$ cat src/rtl/wca_lime_tx_serializer_pkg.sv
// Shared Lime definitions: FSM state encoding, bus widths and loopback test-pattern words.
// Used by the TX serializer and reusable by the receive path.
package wca_lime_pkg;

  localparam int unsigned LIME_WORD_W = 12;
  localparam int unsigned IQ_W        = 24;

  localparam logic [LIME_WORD_W-1:0] TEST_PAT_I = 12'h17F;
  localparam logic [LIME_WORD_W-1:0] TEST_PAT_Q = 12'hF81;

  typedef enum logic [1:0] {
    ST_IDLE,
    ST_LOAD,
    ST_IPH,
    ST_QPH
  } tx_state_t;

  typedef struct packed {
    logic [LIME_WORD_W-1:0] i;
    logic [LIME_WORD_W-1:0] q;
  } iq_sample_t;

endpackage

$ cat src/rtl/wca_lime_tx_serializer_if.sv
// Sample input strobe and Lime TX pin bundle for the TX serializer.
interface wca_lime_tx_serializer_if;
  import wca_lime_pkg::*;

  logic                   dstrobe_in;
  logic [IQ_W-1:0]        tx_iq;
  logic                   sample_req;
  logic [LIME_WORD_W-1:0] rf_txdata;
  logic                   rf_txiqsel;
  logic                   rf_txen;

  modport master (
    output dstrobe_in, tx_iq,
    input  sample_req, rf_txdata, rf_txiqsel, rf_txen
  );

  modport slave (
    input  dstrobe_in, tx_iq,
    output sample_req, rf_txdata, rf_txiqsel, rf_txen
  );

endinterface

$ cat src/rtl/wca_lime_tx_serializer_fifo.sv
// Synchronous first-word-fall-through FIFO; push while full succeeds only with a concurrent pop.
module wca_sync_fifo #(
  parameter  int unsigned DEPTH = 4,
  parameter  int unsigned WIDTH = 24,
  localparam int unsigned AW    = $clog2(DEPTH)
) (
  input  logic             clock,
  input  logic             reset,
  input  logic             clr,
  input  logic             push,
  input  logic             pop,
  input  logic [WIDTH-1:0] wdata,
  output logic [WIDTH-1:0] rdata,
  output logic             full,
  output logic             empty,
  output logic [AW:0]      level
);

  logic [WIDTH-1:0] mem [DEPTH];
  logic [AW-1:0]    wptr;
  logic [AW-1:0]    rptr;
  logic [AW:0]      count;
  logic             wr_en;
  logic             rd_en;

  assign full  = (count == (AW+1)'(DEPTH));
  assign empty = (count == '0);
  assign level = count;
  assign rdata = mem[rptr];

  // A full FIFO still accepts a push when the head leaves in the same cycle.
  assign rd_en = pop && !empty;
  assign wr_en = push && (!full || rd_en);

  always_ff @(posedge clock) begin
    if (wr_en) begin
      mem[wptr] <= wdata;
    end
  end

  always_ff @(posedge clock) begin
    if (reset || clr) begin
      wptr  <= '0;
      rptr  <= '0;
      count <= '0;
    end else begin
      if (wr_en) wptr <= wptr + 1'b1;
      if (rd_en) rptr <= rptr + 1'b1;
      case ({wr_en, rd_en})
        2'b10:   count <= count + 1'b1;
        2'b01:   count <= count - 1'b1;
        default: count <= count;
      endcase
    end
  end

endmodule

$ cat src/rtl/wca_lime_tx_serializer.sv
// Buffers 24-bit IQ samples and serialises them as I then Q words on the Lime 12-bit TX bus.
// Optional macro WCA_LIME_TX_TEST_PATTERN_EN adds test_mode (fixed 17F/F81 loopback words).
module wca_lime_tx_serializer
  import wca_lime_pkg::*;
#(
  parameter  int unsigned FIFO_DEPTH  = 4,
  parameter  int unsigned WORD_CYCLES = 2,
  localparam int unsigned LVL_W       = $clog2(FIFO_DEPTH) + 1
) (
  input  logic                     clock,
  input  logic                     reset,
  input  logic                     enable,
  input  logic                     aclr,
`ifdef WCA_LIME_TX_TEST_PATTERN_EN
  input  logic                     test_mode,
`endif
  wca_lime_tx_serializer_if.slave  bus,
  output logic                     underflow,
  output logic                     overflow,
  output logic [LVL_W-1:0]         fifo_level
);

  localparam int unsigned CW = (WORD_CYCLES > 1) ? $clog2(WORD_CYCLES) : 1;
  localparam logic [CW-1:0] LAST_CNT = CW'(WORD_CYCLES - 1);

  if (FIFO_DEPTH < 2 || (FIFO_DEPTH & (FIFO_DEPTH - 1)) != 0) begin : g_bad_depth
    $error("FIFO_DEPTH must be a power of two and at least 2");
  end
  if (WORD_CYCLES < 1) begin : g_bad_word
    $error("WORD_CYCLES must be at least 1");
  end

  tx_state_t              state;
  tx_state_t              state_nxt;
  logic [CW-1:0]          cnt;
  logic [CW-1:0]          cnt_nxt;
  logic                   word_last;
  logic                   pop_req;
  iq_sample_t             hold;
  logic [IQ_W-1:0]        fifo_rdata;
  logic                   fifo_full;
  logic                   fifo_empty;
  logic                   push_drop;
  logic [LIME_WORD_W-1:0] txdata;
  logic                   txiqsel;
  logic                   txen;

  wca_sync_fifo #(
    .DEPTH (FIFO_DEPTH),
    .WIDTH (IQ_W)
  ) u_fifo (
    .clock (clock),
    .reset (reset),
    .clr   (aclr),
    .push  (bus.dstrobe_in),
    .pop   (pop_req),
    .wdata (bus.tx_iq),
    .rdata (fifo_rdata),
    .full  (fifo_full),
    .empty (fifo_empty),
    .level (fifo_level)
  );

  assign word_last = (cnt == LAST_CNT);
  assign push_drop = bus.dstrobe_in && fifo_full && !pop_req;

  always_ff @(posedge clock) begin
    if (reset || aclr) begin
      state <= ST_IDLE;
      cnt   <= '0;
    end else begin
      state <= state_nxt;
      cnt   <= cnt_nxt;
    end
  end

  // The next sample is popped on the final Q cycle so IPH follows QPH with no gap.
  always_comb begin
    state_nxt = state;
    cnt_nxt   = cnt;
    pop_req   = 1'b0;
    case (state)
      ST_IDLE: begin
        cnt_nxt = '0;
        if (enable) state_nxt = ST_LOAD;
      end
      ST_LOAD: begin
        pop_req   = 1'b1;
        cnt_nxt   = '0;
        state_nxt = ST_IPH;
      end
      ST_IPH: begin
        if (word_last) begin
          cnt_nxt   = '0;
          state_nxt = ST_QPH;
        end else begin
          cnt_nxt = cnt + 1'b1;
        end
      end
      ST_QPH: begin
        if (word_last) begin
          cnt_nxt = '0;
          if (enable) begin
            pop_req   = 1'b1;
            state_nxt = ST_IPH;
          end else begin
            state_nxt = ST_IDLE;
          end
        end else begin
          cnt_nxt = cnt + 1'b1;
        end
      end
      default: begin
        cnt_nxt   = '0;
        state_nxt = ST_IDLE;
      end
    endcase
  end

  always_comb begin
    txdata  = '0;
    txiqsel = 1'b0;
    txen    = (state != ST_IDLE);
    case (state)
      ST_IPH: begin
        txiqsel = 1'b1;
`ifdef WCA_LIME_TX_TEST_PATTERN_EN
        txdata  = test_mode ? TEST_PAT_I : hold.i;
`else
        txdata  = hold.i;
`endif
      end
      ST_QPH: begin
`ifdef WCA_LIME_TX_TEST_PATTERN_EN
        txdata  = test_mode ? TEST_PAT_Q : hold.q;
`else
        txdata  = hold.q;
`endif
      end
      default: begin
        txdata  = '0;
        txiqsel = 1'b0;
      end
    endcase
  end

  always_ff @(posedge clock) begin
    if (reset || aclr) begin
      hold      <= '0;
      underflow <= 1'b0;
      overflow  <= 1'b0;
    end else begin
      if (pop_req) begin
        if (fifo_empty) begin
          hold <= '0;
`ifdef WCA_LIME_TX_TEST_PATTERN_EN
          if (!test_mode) underflow <= 1'b1;
`else
          underflow <= 1'b1;
`endif
        end else begin
          hold <= fifo_rdata;
        end
      end
      if (push_drop) overflow <= 1'b1;
    end
  end

  assign bus.sample_req = pop_req;
  assign bus.rf_txdata  = txdata;
  assign bus.rf_txiqsel = txiqsel;
  assign bus.rf_txen    = txen;

endmodule

$ cat src/flat_wrapper.sv
// flat-port wrapper written by rule: the top's interface ports become plain ports
module wca_lime_tx_serializer_flat import wca_lime_pkg::*;
#(
  parameter  int unsigned FIFO_DEPTH  = 4,
  parameter  int unsigned WORD_CYCLES = 2,
  localparam int unsigned LVL_W       = $clog2(FIFO_DEPTH) + 1
)
  (clock, reset, enable, aclr, underflow, overflow, fifo_level, bus_dstrobe_in, bus_tx_iq, bus_sample_req, bus_rf_txdata, bus_rf_txiqsel, bus_rf_txen);
  wca_lime_tx_serializer_if bus_i ();
  input  logic clock;
  input  logic reset;
  input  logic enable;
  input  logic aclr;
  output logic underflow;
  output logic overflow;
  output logic [LVL_W-1:0] fifo_level;
  input wire logic [$bits(bus_i.dstrobe_in)-1:0] bus_dstrobe_in;
  input wire logic [$bits(bus_i.tx_iq)-1:0] bus_tx_iq;
  output wire logic [$bits(bus_i.sample_req)-1:0] bus_sample_req;
  output wire logic [$bits(bus_i.rf_txdata)-1:0] bus_rf_txdata;
  output wire logic [$bits(bus_i.rf_txiqsel)-1:0] bus_rf_txiqsel;
  output wire logic [$bits(bus_i.rf_txen)-1:0] bus_rf_txen;
  assign bus_i.dstrobe_in = bus_dstrobe_in;
  assign bus_i.tx_iq = bus_tx_iq;
  assign bus_sample_req = bus_i.sample_req;
  assign bus_rf_txdata = bus_i.rf_txdata;
  assign bus_rf_txiqsel = bus_i.rf_txiqsel;
  assign bus_rf_txen = bus_i.rf_txen;
  wca_lime_tx_serializer #(.FIFO_DEPTH(FIFO_DEPTH), .WORD_CYCLES(WORD_CYCLES)) u_core (.clock(clock), .reset(reset), .enable(enable), .aclr(aclr), .bus(bus_i), .underflow(underflow), .overflow(overflow), .fifo_level(fifo_level));
endmodule
$ cat config.mk
export PLATFORM = sky130hd
export DESIGN_NAME = wca_lime_tx_serializer_flat
export DESIGN_NICKNAME = d
export VERILOG_FILES = /design/src/rtl/wca_lime_tx_serializer_pkg.sv /design/src/rtl/wca_lime_tx_serializer_if.sv /design/src/rtl/wca_lime_tx_serializer_fifo.sv /design/src/rtl/wca_lime_tx_serializer.sv /design/src/flat_wrapper.sv
export SDC_FILE = /design/constraint.sdc
export NUM_CORES = 1
export LEC_CHECK = 0
export CAP_MARGIN = 20
export CORE_AREA = 4 4 115 106
export DETAILED_ROUTE_END_ITERATION = 7
export DIE_AREA = 0 0 119 110
export GPL_ROUTABILITY_DRIVEN = 0
export GPL_TIMING_DRIVEN = 1
export HOLD_SLACK_MARGIN = 0.12
export PLACE_DENSITY = 0.82
export SYNTH_ARGS = -nofsm -noshare
export SYNTH_HDL_FRONTEND = slang
export SYNTH_HIERARCHICAL = 1
export SYNTH_SLANG_ARGS = --single-unit
$ cat constraint.sdc
create_clock -name clock -period 2.1 [get_ports clock]
set_input_delay 0.21 -clock clock [delete_from_list [all_inputs] [get_ports clock]]
set_output_delay 0.21 -clock clock [all_outputs]
set_load 0.03 [all_outputs]
== Yosys cells after proc, flatten, opt, wreduce, memory -nomap -nowiden ==
Memory sizes are Yosys's and may differ from the RTL's. A register that Yosys moved wholly into a read port is not among the register bits.
Cells that the tools add are included.
Storage, ports and cells
  flip-flop bits (word level): 36
  bits in writable memories: 96
  output and inout bits: 20
  word-level logic and storage cells: 59
  memories kept: 1
Operators by class
  add/sub/neg operators: 5
  equality and inequality tests: 9
  multiplexer cells: 18
  reductions and logical operators: 17
Memories
  u_core.u_fifo.mem: depth 4, bits a word 24, read ports 1, clocked after memory_dff 1, wr ports 1, RTL line wca_lime_tx_serializer_fifo.sv:19  | logic [WIDTH-1:0] mem [DEPTH];
Operators with widths (number)
  two-way mux 24 bit: 1
  case mux 12 bit (2 select lines): 1
  two-way mux 2 bit: 6
  case mux 2 bit (4 select lines): 1
  == test 2 bit, second input constant: 3
  two-way mux 1 bit: 6
  case mux 3 bit (2 select lines): 1
  adder 2 x 1 -> 2 bit, second input constant: 2
  == test 2 x 1 -> 1 bit, second input constant: 2
  logical AND 1 bit: 4
  inequality test 2 x 1 -> 1 bit, second input constant: 2
  case mux 1 bit (2 select lines): 2
  nonzero test 2 bit: 2
  OR reduction 2 bit: 2
  adder 3 x 1 -> 3 bit, second input constant: 1
  == test 3 bit, second input constant: 1
  zero test 1 bit: 3
  zero test 3 bit: 1
  AND reduction 3 bit: 1
  subtractor 3 x 1 -> 3 bit, second input constant: 1
  zero test 2 bit: 1
  logical OR 1 bit: 2
  inequality test 2 bit, second input constant: 1
  AND reduction 2 bit: 1
  adder 1 bit, second input constant: 1

== Longest topological paths before layout ==
Gate-level depths: netlist of the first run.
  word-level depth: 8
  depth in mapped cells: 11
  gate-level depth less buffers: 9

== Hierarchy ==
Netlist of the first run, hierarchy kept.
Modules (own cells, without submodules)
  wca_sync_fifo: instances 1, cells each 190, area an instance 4017.6 um2
  wca_lime_tx_serializer: instances 1, cells each 163, area an instance 1560.2 um2

== Worst setup path before layout of the first run ==
No wires, ideal clock.
  path kind: register to register
  start point: reg u_core.state[1]
  end point: reg u_core.u_fifo.count[2], in the netlist u_core/u_fifo/level[2]
  setup time: 128 ps
  data arrival time: 2343 ps
  required time: 1972 ps
  setup slack: -371 ps
  cell stages (with the launch flop): 12
  cells stage by stage: dfxtp_1 > buf_6 > a21boi_4 > nor2_1 > buf_6 > nand2b_1 > or2_2 > fa_1 > nor2b_1 > nand2b_1 > nand3_1 > a31oi_1
Between the ends
  word-level cells in the longest chain between the ends: 7
  elaborated cells between the ends (all ways): 10
  those cells by class: eq/ne: 4; mux: 2; reduce/logical: 4
Ends and longest elaborated chain
  start: declaration: RTL line wca_lime_tx_serializer.sv:33  | tx_state_t state;
  start signal: assignment: RTL line wca_lime_tx_serializer.sv:72  | state <= state_nxt;
  == test 2 bit or == test 2 x 1 -> 1 bit (tied branches): RTL line wca_lime_tx_serializer.sv:82  | case (state)
  case mux 1 bit (2 select lines) *: RTL line wca_lime_tx_serializer.sv:82
  net bus_sample_req: RTL line flat_wrapper.sv:19  | output wire logic [$bits(bus_i.sample_req)-1:0] bus_sample_req;
  logical AND 1 bit *: RTL line wca_lime_tx_serializer_fifo.sv:32  | assign rd_en = pop && !empty;
  logical OR 1 bit: RTL line wca_lime_tx_serializer_fifo.sv:33  | assign wr_en = push && (!full || rd_en);
  logical AND 1 bit: RTL line wca_lime_tx_serializer_fifo.sv:33
  == test 2 x 1 -> 1 bit or == test 2 bit (tied branches): RTL line wca_lime_tx_serializer_fifo.sv:49  | case ({wr_en, rd_en})
  case mux 3 bit (2 select lines) or nonzero test 2 bit (tied branches)
  end signal: assignment: RTL line wca_lime_tx_serializer_fifo.sv:50  | 2'b10: count <= count + 1'b1;
  end signal: assignment: RTL line wca_lime_tx_serializer_fifo.sv:51  | 2'b01: count <= count - 1'b1;
  end signal: assignment: RTL line wca_lime_tx_serializer_fifo.sv:52  | default: count <= count;
  end: declaration: RTL line wca_lime_tx_serializer_fifo.sv:22  | logic [AW:0] count;
The timed path passes the listed nets; every way through them passes the cells marked *.
A chain may end at the register's enable or synchronous reset.

== Worst setup path after layout of the first run ==
  start point: reg u_core.cnt
  end point: reg u_core.u_fifo.count[2], in the netlist u_core/u_fifo/level[2]
Between the ends
  word-level cells in the longest chain between the ends: 7
  elaborated cells between the ends (all ways): 9
  those cells by class: eq/ne: 2; mux: 3; reduce/logical: 4
Ends and longest elaborated chain
  start: declaration: RTL line wca_lime_tx_serializer.sv:35  | logic [CW-1:0] cnt;
  start signal: assignment: RTL line wca_lime_tx_serializer.sv:73  | cnt <= cnt_nxt;
  two-way mux 1 bit *: RTL line wca_lime_tx_serializer.sv:101  | if (word_last) begin
  case mux 1 bit (2 select lines) *: RTL line wca_lime_tx_serializer.sv:82
  logical AND 1 bit *: RTL line wca_lime_tx_serializer_fifo.sv:32
  logical OR 1 bit: RTL line wca_lime_tx_serializer_fifo.sv:33
  logical AND 1 bit: RTL line wca_lime_tx_serializer_fifo.sv:33
  == test 2 x 1 -> 1 bit or == test 2 bit (tied branches): RTL line wca_lime_tx_serializer_fifo.sv:49
  case mux 3 bit (2 select lines) or nonzero test 2 bit (tied branches)
Every way passes the cells marked *; elsewhere a longest branch is shown, timed or not.

==> results.yml, run 1 <==
setup_path:
  end_kind: "register"
  crit_chain: "a21boi_4, nor2_4, nand2b_4, or2_4, fa_2, nor2b_1, nand2b_1, nand3_1, a31oi_1"
  r2r_cells: 9
  rrSetupSlack_ns: 0.18
  max_stage_delay_ns: 0.43
  critPathRequiredTime_ns: 2.38
  worst_path_max_delay_cell: "dfxtp_1"
  crit_arrival_ns: 2.21
  critical_path_class: "reg2reg"
  cp_num_cells: 9
  worstSetupStartpointType: "register"
  critPathBufInv: 0
  worstPathMaxFanout: 5
  critPathTopFamily: "simple AND/OR/NAND/NOR gates"
final_layout:
  final_cell_mix: "edfxtp_1 (96), dfxtp_1 (38), clkdlybuf4s50_1 (33), buf_4 (25)"
  diodes: 0
  multi_input_comb_area_mm2: 0.001742
  layout-drive-gt1-share: 0.2267
  utilization: 0.6176
  final_common_cell: "edfxtp_1"
  ff_latch_area_mm2: 0.003643
  nFillCells: 758
  areaGrowthSynthToFinish_pct: 20.19
  finalNetCount: 440
power:
  p_int_uw: 4648
  power_frac_clock: 0.456
  switching_power_uw: 1232
  p_leak_uw: 0.002128
  total_power_uw: 5880
  powerDensity_mw_per_mm2: 877.2
  ir_worst_vdd_uv: 648.6
  swShare: 0.2095
  p_comb_frac: 0.050
  seqPwrFrac: 0.495
clock_tree:
  clock_latency_ns: 0.40
  clockBufferDepth: 2
  cts-resized-gates: 0
  cts_setup_buffers: 0
  numCtsBuffers: 17
  cts-htree-levels: 4
  postCtsHoldBufs: 0
  cts_tree: "yes"
  clock_sinks: 134
  cts_root_buf: "clkbuf_16"
  clk_pin_slew_ns: 0.06
detailed_routing:
  vias_per_cell: 5.566
  drc: 0
  drt.antenna.violating_nets: 0
  dr.first_iter.drc_count: 295
  wirelength_mm: 11.14
  wl_per_cell_um: 19.50
  routed-via-count: 3178
  first_pass_iters: 5
worst_hold_path:
  holdCritPathClass: "in2reg"
  hold_path_depth: 1
yosys:
  synth_cell_types: 45
  syn_area_mm2: 0.005578
  synth_warnings: 6
  yosys_most_used_dff: "edfxtp_1"
  yosysTopAreaCellShare: 0.5168
  syn-num-nets: 387
  syn_inst: 353
  synth_area_per_cell_um2: 15.80
  synth_edf_count: 96
  ys_seq_area_frac: 0.6532
  yosysTopAreaCell: "edfxtp_1"
  synthArstFlopShare: 0
  synthTopCellsByArea: "edfxtp_1 (52%), dfxtp_1 (14%), mux4_2 (9.7%)"
  ys_ff_latch: 134
place:
  hpwlAfterDp_mm: 7.233
  port_buffers: 48
sta:
  rsz0062_at_grt: "false"
  finalCritPeriodShare: 0.9156
  slew_violations: 0
  worst_pin_slew_ns: 0.6607
  setup_viol: 0
  slew_headroom: 0.5595
  fmaxAchievable_mhz: 520.1
  min_period_ns: 1.923
  finalHoldViolations: 0
  skew_ns: 0.006076
grt:
  grt_pass1_wl_mm: 18.16
  use_met3: 0.05255
  grt_max_degree: 42
  overflow: 0
  antenna_found_initial: 0
  top_usage_layer: "met2"
  use_met2: 0.2949
  grt_util_met1: 0.2487
  grt.total_usage: 0.1847
  grt_pass1_vias: 3336
floorplanning:
  core_mm2: 0.01086
  ios: 49
  die_x_um: 119
  fp-row-count: 36
  initial_core_util: 0.5138
  fp.dieH_um: 110
  dieArea_mm2: 0.01309
outcome:
  outcome: "complete, no violations"
run:
  maxCapViolCount: 0
-- per-stage QoR --
step           TNS, ns  setup WS, ns  hold slack (ns)  instance area (um^2)  std cells
6_report             0        0.1772           0.4345                  6704        571
5_1_grt              0       0.03701           0.4307                  6704        571
4_1_cts              0       0.03473           0.4177                  6698        571
3_5_place_dp    -10.52       -0.1120           0.4537                  6157        539
3_3_place_gp    -5.479      -0.06302           0.4499                  6157        539
2_1_floorplan        0       0.01117           0.2789                  5598        353
-- final cells by class --
class,instances,area share
Sequential cell,134,0.5435
Multi-Input combinational cell,185,0.2598
Clock inverter,12,0.01549
Clock buffer,20,0.06514
Tap cell,152,0.02837
Inverter,7,0.003919
Timing Repair Buffer,61,0.08380
-- synth_stat cells (2+ instances only) --
cell,n
nand2b_1,2
buf_4,4
xor2_1,2
o21ai_0,20
buf_6,5
nand3_1,3
a21oi_1,2
a31oi_1,2
edfxtp_1,96
nor3_1,3
a21boi_0,4
ha_1,4
inv_1,7
nand4b_1,24
mux2i_1,13
and2_2,4
clkbuf_1,2
nor2b_1,14
o21ai_1,7
dfxtp_1,38
buf_8,2
buf_1,2
xnor2_1,3
mux4_2,24
nor2_1,9
clkbuf_2,3
a21boi_1,20
nand2_1,6
buf_2,9
or2_2,4
-- flip-flops by register name, indices dropped and copies added (netlist names), named ones only --
signal / cells
u_core/cnt: 1
u_core/hold: 24
u_core/overflow: 1
u_core/state: 2
u_core/u_fifo/level: 3
u_core/u_fifo/mem: 96
u_core/u_fifo/rptr: 2
u_core/u_fifo/wptr: 2
u_core/underflow: 1
-- logic make-up (layout without fill, tap and decap cells) --
group | Yosys count | in the layout | synth area share
compound gates | 64 | 64 | 0.07873
simple gates | 74 | 74 | 0.08838
buf+inv | 34 | 100 | 0.03903
flops | 134 | 134 | 0.6532
mux | 37 | 37 | 0.1202
xor+xnor | 5 | 5 | 0.007852
fa+ha+maj | 5 | 5 | 0.01256
-- power groups by stage --
stage | Clock, uW | Sequential, uW | Combinational, uW
after CTS | 2720 | 2910 | 293
after global placement | 0 | 2960 | 284
after detailed placement | 0 | 2960 | 292
final | 2680 | 2910 | 293
after floorplan | 0 | 2960 | 163
after global routing | 2870 | 2910 | 314
-- final timing paths --
kind	startpoint	to
min	bus_tx_iq[10]	u_core/u_fifo/mem[0][10]$_DFFE_PP_
max reg2reg	u_core/cnt$_SDFF_PP0_	u_core/u_fifo/level[2]$_SDFFE_PP0P_
min reg2reg	u_core/overflow$_SDFFE_PP0P_	u_core/overflow$_SDFFE_PP0P_
max	u_core/cnt$_SDFF_PP0_	u_core/u_fifo/level[2]$_SDFFE_PP0P_
-- metal layers --
| layer | up-vias | part of all wire | wire length, um |
|---|---|---|---|
| met5 | - | 0 | 0 |
| met4 | 0 | 0.013 | 147 |
| met3 | 13 | 0.054 | 602 |
| met2 | 109 | 0.48 | 5384 |
| met1 | 1593 | 0.45 | 5000 |
| li1 | 1463 | - | - |
(Power assumes the default switching activity.)
==> run 2: changes to the inputs <==
--- a/config.mk
+++ b/config.mk
@@ -5,14 +5,16 @@
 export SDC_FILE = /design/constraint.sdc
 export NUM_CORES = 1
 export LEC_CHECK = 0
+export ABC_CLOCK_PERIOD_IN_PS = 2100
 export CAP_MARGIN = 20
-export CORE_AREA = 4 4 115 106
+export CORE_AREA = 4 4 84 145
 export DETAILED_ROUTE_END_ITERATION = 7
-export DIE_AREA = 0 0 119 110
+export DIE_AREA = 0 0 88 149
 export GPL_ROUTABILITY_DRIVEN = 0
 export GPL_TIMING_DRIVEN = 1
 export HOLD_SLACK_MARGIN = 0.12
 export PLACE_DENSITY = 0.82
+export RECOVER_POWER = 50
 export SYNTH_ARGS = -nofsm -noshare
 export SYNTH_HDL_FRONTEND = slang
 export SYNTH_HIERARCHICAL = 1
==> results.yml, run 2 (synthesis results as in run 1) <==
sta:
  finalHoldViolations: 0
  fmaxAchievable_mhz: 502.6
  setup_viol: 0
  min_period_ns: 1.990
  finalCritPeriodShare: 0.9474
  finalSetupTns_ns: 0
  rsz0062_at_grt: "false"
  skew_ns: 0.007789
  worst_pin_slew_ns: 0.6609
  slew_violations: 0
  slew_headroom: 0.5594
grt:
  grt_max_degree: 42
  grt_pass1_vias: 3279
  antenna_found_initial: 0
  grt_pass1_wl_mm: 17.40
  grt.total_usage: 0.1804
  overflow: 0
floorplanning:
  dieArea_mm2: 0.01311
  initial_core_util: 0.5053
  ios: 49
  core_mm2: 0.01104
  fp.dieH_um: 149
  fp-row-count: 51
  die_x_um: 88
setup_path:
  r2r_start: "u_core/cnt$_SDFF_PP0_"
  crit_chain: "buf_6, nor2b_1, clkdlybuf4s50_1"
  worstSetupStartpoint: "u_core/state[0]$_SDFFE_PP0P_"
  crit_arrival_ns: 1.78
  worstPathMaxFanout: 41
  max_stage_delay_ns: 0.60
  critPathTopFamily: "buffers and inverters"
  r2r-end: "u_core/u_fifo/level[2]$_SDFFE_PP0P_"
  end_kind: "output pin"
  r2r_cells: 9
  worst_path_max_delay_cell: "clkdlybuf4s50_1"
  worstSetupStartpointType: "register"
  critPathRequiredTime_ns: 1.89
  rrSetupSlack_ns: 0.17
  critical_path_class: "reg2out"
  critPathBufInv: 2
final_layout:
  utilization: 0.6058
  nFillCells: 789
  largest_register_ffs: 96
  diodes: 0
  finalNetCount: 441
  final_cell_mix: "edfxtp_1 (96), dfxtp_1 (38), dlygate4sd3_1 (24), nand4b_1 (24), mux4_2 (24)"
  layout-drive-gt1-share: 0.2381
  final_common_cell: "edfxtp_1"
  largest-register: "u_core/u_fifo/mem"
  areaGrowthSynthToFinish_pct: 19.90
detailed_routing:
  wl_per_cell_um: 19.39
  routed-via-count: 3159
  vias_per_cell: 5.723
  drt.antenna.violating_nets: 0
  first_pass_iters: 4
  drc: 0
  dr.first_iter.drc_count: 156
  wirelength_mm: 10.70
run:
  maxCapViolCount: 0
clock_tree:
  numCtsBuffers: 17
  clock_sinks: 134
  cts_setup_buffers: 0
  cts-htree-levels: 4
  cts-resized-gates: 0
  clockBufferDepth: 2
  clk_pin_slew_ns: 0.06
  postCtsHoldBufs: 0
  cts_root_buf: "clkbuf_16"
  clock_latency_ns: 0.41
  cts_tree: "yes"
place:
  port_buffers: 48
  hpwlAfterDp_mm: 6.976
worst_hold_path:
  hold_path_depth: 2
  holdCritPathClass: "reg2reg"
  hp-start: "u_core/overflow$_SDFFE_PP0P_"
  holdPathEnd: "u_core/overflow$_SDFFE_PP0P_"
power:
  ir_worst_vdd_uv: 689.4
  p_leak_uw: 0.002123
  powerDensity_mw_per_mm2: 883.8
outcome:
  outcome: "complete, no violations"
==> run 2: cell types whose count changed in the layout (fill, tap and decap cells not counted), sizes merged <==
cell,delta
clkinvlp,+1
dlygate4sd3,+24
clkdlybuf4s50,-23
dlymetal6s2s,-1
inv,+1
buf,-2
clkinv,+1
==> run 2: power breakdown <==
| group | switching, uW | internal (uW) | total [uW] |
|---|---|---|---|
| Sequential | 17.8 | 2890 | 2910 |
| Combinational | 150 | 126 | 277 |
| Clock | 1100 | 1630 | 2730 |
| Total | 1270 | 4640 | 5910 |
==> run 2: routing by layer <==
metal  GRT usage  part of all wire  wire length (um)  vias up
met5           0                 0                 0        -
met4     0.06759             0.017               177        0
met3     0.04975             0.049               521       16
met2      0.3089              0.56              5994       92
met1      0.2131              0.37              4008     1581
li1            -                 -                 -     1470
==> run 2: cell type report <==
cell class / instances / area (um^2) / share of cell area
clock buffers: 17 / 425.4 / 0.06361
clock inverters: 15 / 131.4 / 0.01964
inverters: 7 / 26.28 / 0.003929
multi-input cells: 185 / 1737 / 0.2597
flip-flops and latches: 134 / 3643 / 0.5448
well taps: 132 / 165.2 / 0.02470
repair buffers: 62 / 559.3 / 0.08363
==> run 2: worst max-delay path by stage <==
stage | endpoint | slack (ns) | cells past startpoint
final | bus_rf_txiqsel | 0.11 | 3
after detailed placement | u_core/u_fifo/level[2]$_SDFFE_PP0P_ | -0.10 | 10
after global routing | bus_rf_txiqsel | 0.03 | 3
after floorplan | u_core/u_fifo/level[2]$_SDFFE_PP0P_ | 0.01 | 7
after global placement | u_core/u_fifo/level[2]$_SDFFE_PP0P_ | -0.04 | 10
after CTS | bus_rf_txiqsel | 0.005 | 3
==> run 2: worst min-delay path, stage by stage (launching register included) <==
cell and delay, ns:
dfxtp_1 0.32, nand2_1 0.05, o21ai_0 0.06
==> run 2: through the flow <==
step | std cells | hold WS (ns) | power (uW) | instance area (um^2) | setup WS (ns)
finish | 552 | 0.4650 | 5911 | 6688 | 0.1104
global route | 552 | 0.4747 | 6137 | 6688 | 0.03367
CTS | 552 | 0.4121 | 5976 | 6696 | 0.004559
detailed placement | 520 | 0.4516 | 3249 | 6140 | -0.1005
global placement | 520 | 0.4539 | 3237 | 6140 | -0.04074
floorplan | 353 | 0.2789 | 3122 | 5598 | 0.01117
==> run 3: changes to the inputs <==
--- a/config.mk
+++ b/config.mk
@@ -13,6 +13,7 @@
 export GPL_ROUTABILITY_DRIVEN = 0
 export GPL_TIMING_DRIVEN = 1
 export HOLD_SLACK_MARGIN = 0.12
+export MAX_ROUTING_LAYER = met4
 export PLACE_DENSITY = 0.82
 export RECOVER_POWER = 50
 export SYNTH_ARGS = -nofsm -noshare
==> results.yml, run 3 (synthesis results as in run 1) <==
grt:
  antenna_found_initial: 0
  grt_pass1_wl_mm: 17.42
  overflow: 0
  grt_pass1_vias: 3263
  grt.total_usage: 0.1857
  grt_max_degree: 42
setup_path:
  rrSetupSlack_ns: 0.17
  worstPathMaxFanout: 41
  worst_path_max_delay_cell: "clkdlybuf4s50_1"
  critPathRequiredTime_ns: 1.89
  max_stage_delay_ns: 0.60
  critPathTopFamily: "buffers and inverters"
  critPathBufInv: 2
  r2r_start: "u_core/cnt$_SDFF_PP0_"
  r2r_cells: 9
  crit_arrival_ns: 1.77
  worstSetupStartpointType: "register"
  crit_chain: "buf_6, nor2b_1, clkdlybuf4s50_1"
  r2r-end: "u_core/u_fifo/level[2]$_SDFFE_PP0P_"
  critical_path_class: "reg2out"
  end_kind: "output pin"
final_layout:
  final_common_cell: "edfxtp_1"
  areaGrowthSynthToFinish_pct: 19.90
  utilization: 0.6058
  diodes: 0
  largest_register_ffs: 96
  layout-drive-gt1-share: 0.2381
  final_cell_mix: "edfxtp_1 (96), dfxtp_1 (38), dlygate4sd3_1 (24), nand4b_1 (24), mux4_2 (24)"
  finalNetCount: 441
  largest-register: "u_core/u_fifo/mem"
  instances_no_fill: 552
clock_tree:
  postCtsHoldBufs: 0
  numCtsBuffers: 17
  cts-htree-levels: 4
  cts_tree: "yes"
  clock_sinks: 134
  cts_root_buf: "clkbuf_16"
  clock_latency_ns: 0.41
  clk_pin_slew_ns: 0.06
  clockBufferDepth: 2
floorplanning:
  fp.dieH_um: 149
  initial_core_util: 0.5053
  dieArea_mm2: 0.01311
  fp-row-count: 51
  core_mm2: 0.01104
  ios: 49
  die_x_um: 88
power:
  ir_worst_vdd_uv: 693.4
  swShare: 0.2148
  p_comb_frac: 0.047
  power_frac_clock: 0.462
  p_int_uw: 4644
  p_leak_uw: 0.002123
  seqPwrFrac: 0.492
  switching_power_uw: 1270
  powerDensity_mw_per_mm2: 884.3
detailed_routing:
  drc: 0
  drt.antenna.violating_nets: 0
  wl_per_cell_um: 19.36
  vias_per_cell: 5.694
  first_pass_iters: 5
  wirelength_mm: 10.69
  dr.first_iter.drc_count: 156
  routed-via-count: 3143
run:
  maxCapViolCount: 0
worst_hold_path:
  holdPathEnd: "u_core/overflow$_SDFFE_PP0P_"
  hp-start: "u_core/overflow$_SDFFE_PP0P_"
  hold_path_depth: 2
  holdCritPathClass: "reg2reg"
sta:
  worst_pin_slew_ns: 0.6550
  min_period_ns: 1.979
  setup_viol: 0
  slew_violations: 0
  slew_headroom: 0.5633
  finalCritPeriodShare: 0.9424
  finalHoldViolations: 0
  rsz0062_at_grt: "false"
  fmaxAchievable_mhz: 505.3
  skew_ns: 0.007372
place:
  hpwlAfterDp_mm: 6.976
  port_buffers: 48
  dpl.cell_count: 520
outcome:
  outcome: "complete, no violations"
[run 3: worst max path at each step]
stage                                        startpoint                                  end  slack, ns  cells after the start
global route               u_core/state[1]$_SDFFE_PP0P_                       bus_rf_txiqsel       0.03                      3
detailed placement                               enable  u_core/u_fifo/level[2]$_SDFFE_PP0P_      -0.10                     10
floorplan           u_core/u_fifo/level[1]$_SDFFE_PP0P_  u_core/u_fifo/level[2]$_SDFFE_PP0P_       0.01                      7
global placement                                 enable  u_core/u_fifo/level[2]$_SDFFE_PP0P_      -0.04                     10
finish                     u_core/state[0]$_SDFFE_PP0P_                       bus_rf_txiqsel       0.12                      3
CTS                        u_core/state[0]$_SDFFE_PP0P_                       bus_rf_txiqsel      0.005                      3
[run 3: metrics by stage]
stage,area [um^2],power [uW],setup TNS (ns),setup WS [ns],hold WS [ns]
final,6688,5914,0,0.1209,0.4648
after global routing,6688,6138,0,0.03032,0.4714
after CTS,6696,5976,0,0.004559,0.4121
after detailed placement,6140,3249,-5.777,-0.1005,0.4516
after global placement,6140,3237,-2.239,-0.04074,0.4539
after floorplan,5598,3122,0,0.01117,0.2789
[run 3: routing by layer]
metal	share of wire	global-route usage	up-vias
li1	-	-	1470
met5	0	-	-
met2	0.57	0.3093	97
met4	0.015	0.05837	0
met1	0.37	0.2123	1562
met3	0.045	0.05749	14
[run 3: cell type report]
class | instances | area (um^2)
fillers | 789 | 4352
flip-flops and latches | 134 | 3643
repair buffers | 62 | 559.3
well taps | 132 | 165.2
clock inverters | 15 | 131.4
inverters | 7 | 26.28
clock buffers | 17 | 425.4
multi-input cells | 185 | 1737
[run 3: repair_timing]
item | CTS | global route
setup buffers | 0 | 0
gates resized for setup | 0 | 1
endpoints found under the setup margin | 0 | 1
[run 3: power by group through the flow]
stage	logic [uW]	clock network (uW)	registers (uW)
global route	298	2930	2910
global placement	280	0	2960
detailed placement	287	0	2960
floorplan	163	0	2960
finish	276	2730	2910
CTS	289	2780	2910
[run 3: worst min-delay path, cell delays in order (launching register included)]
cell	delay, ns
dfxtp_1	0.32
nand2_1	0.05
o21ai_0	0.06
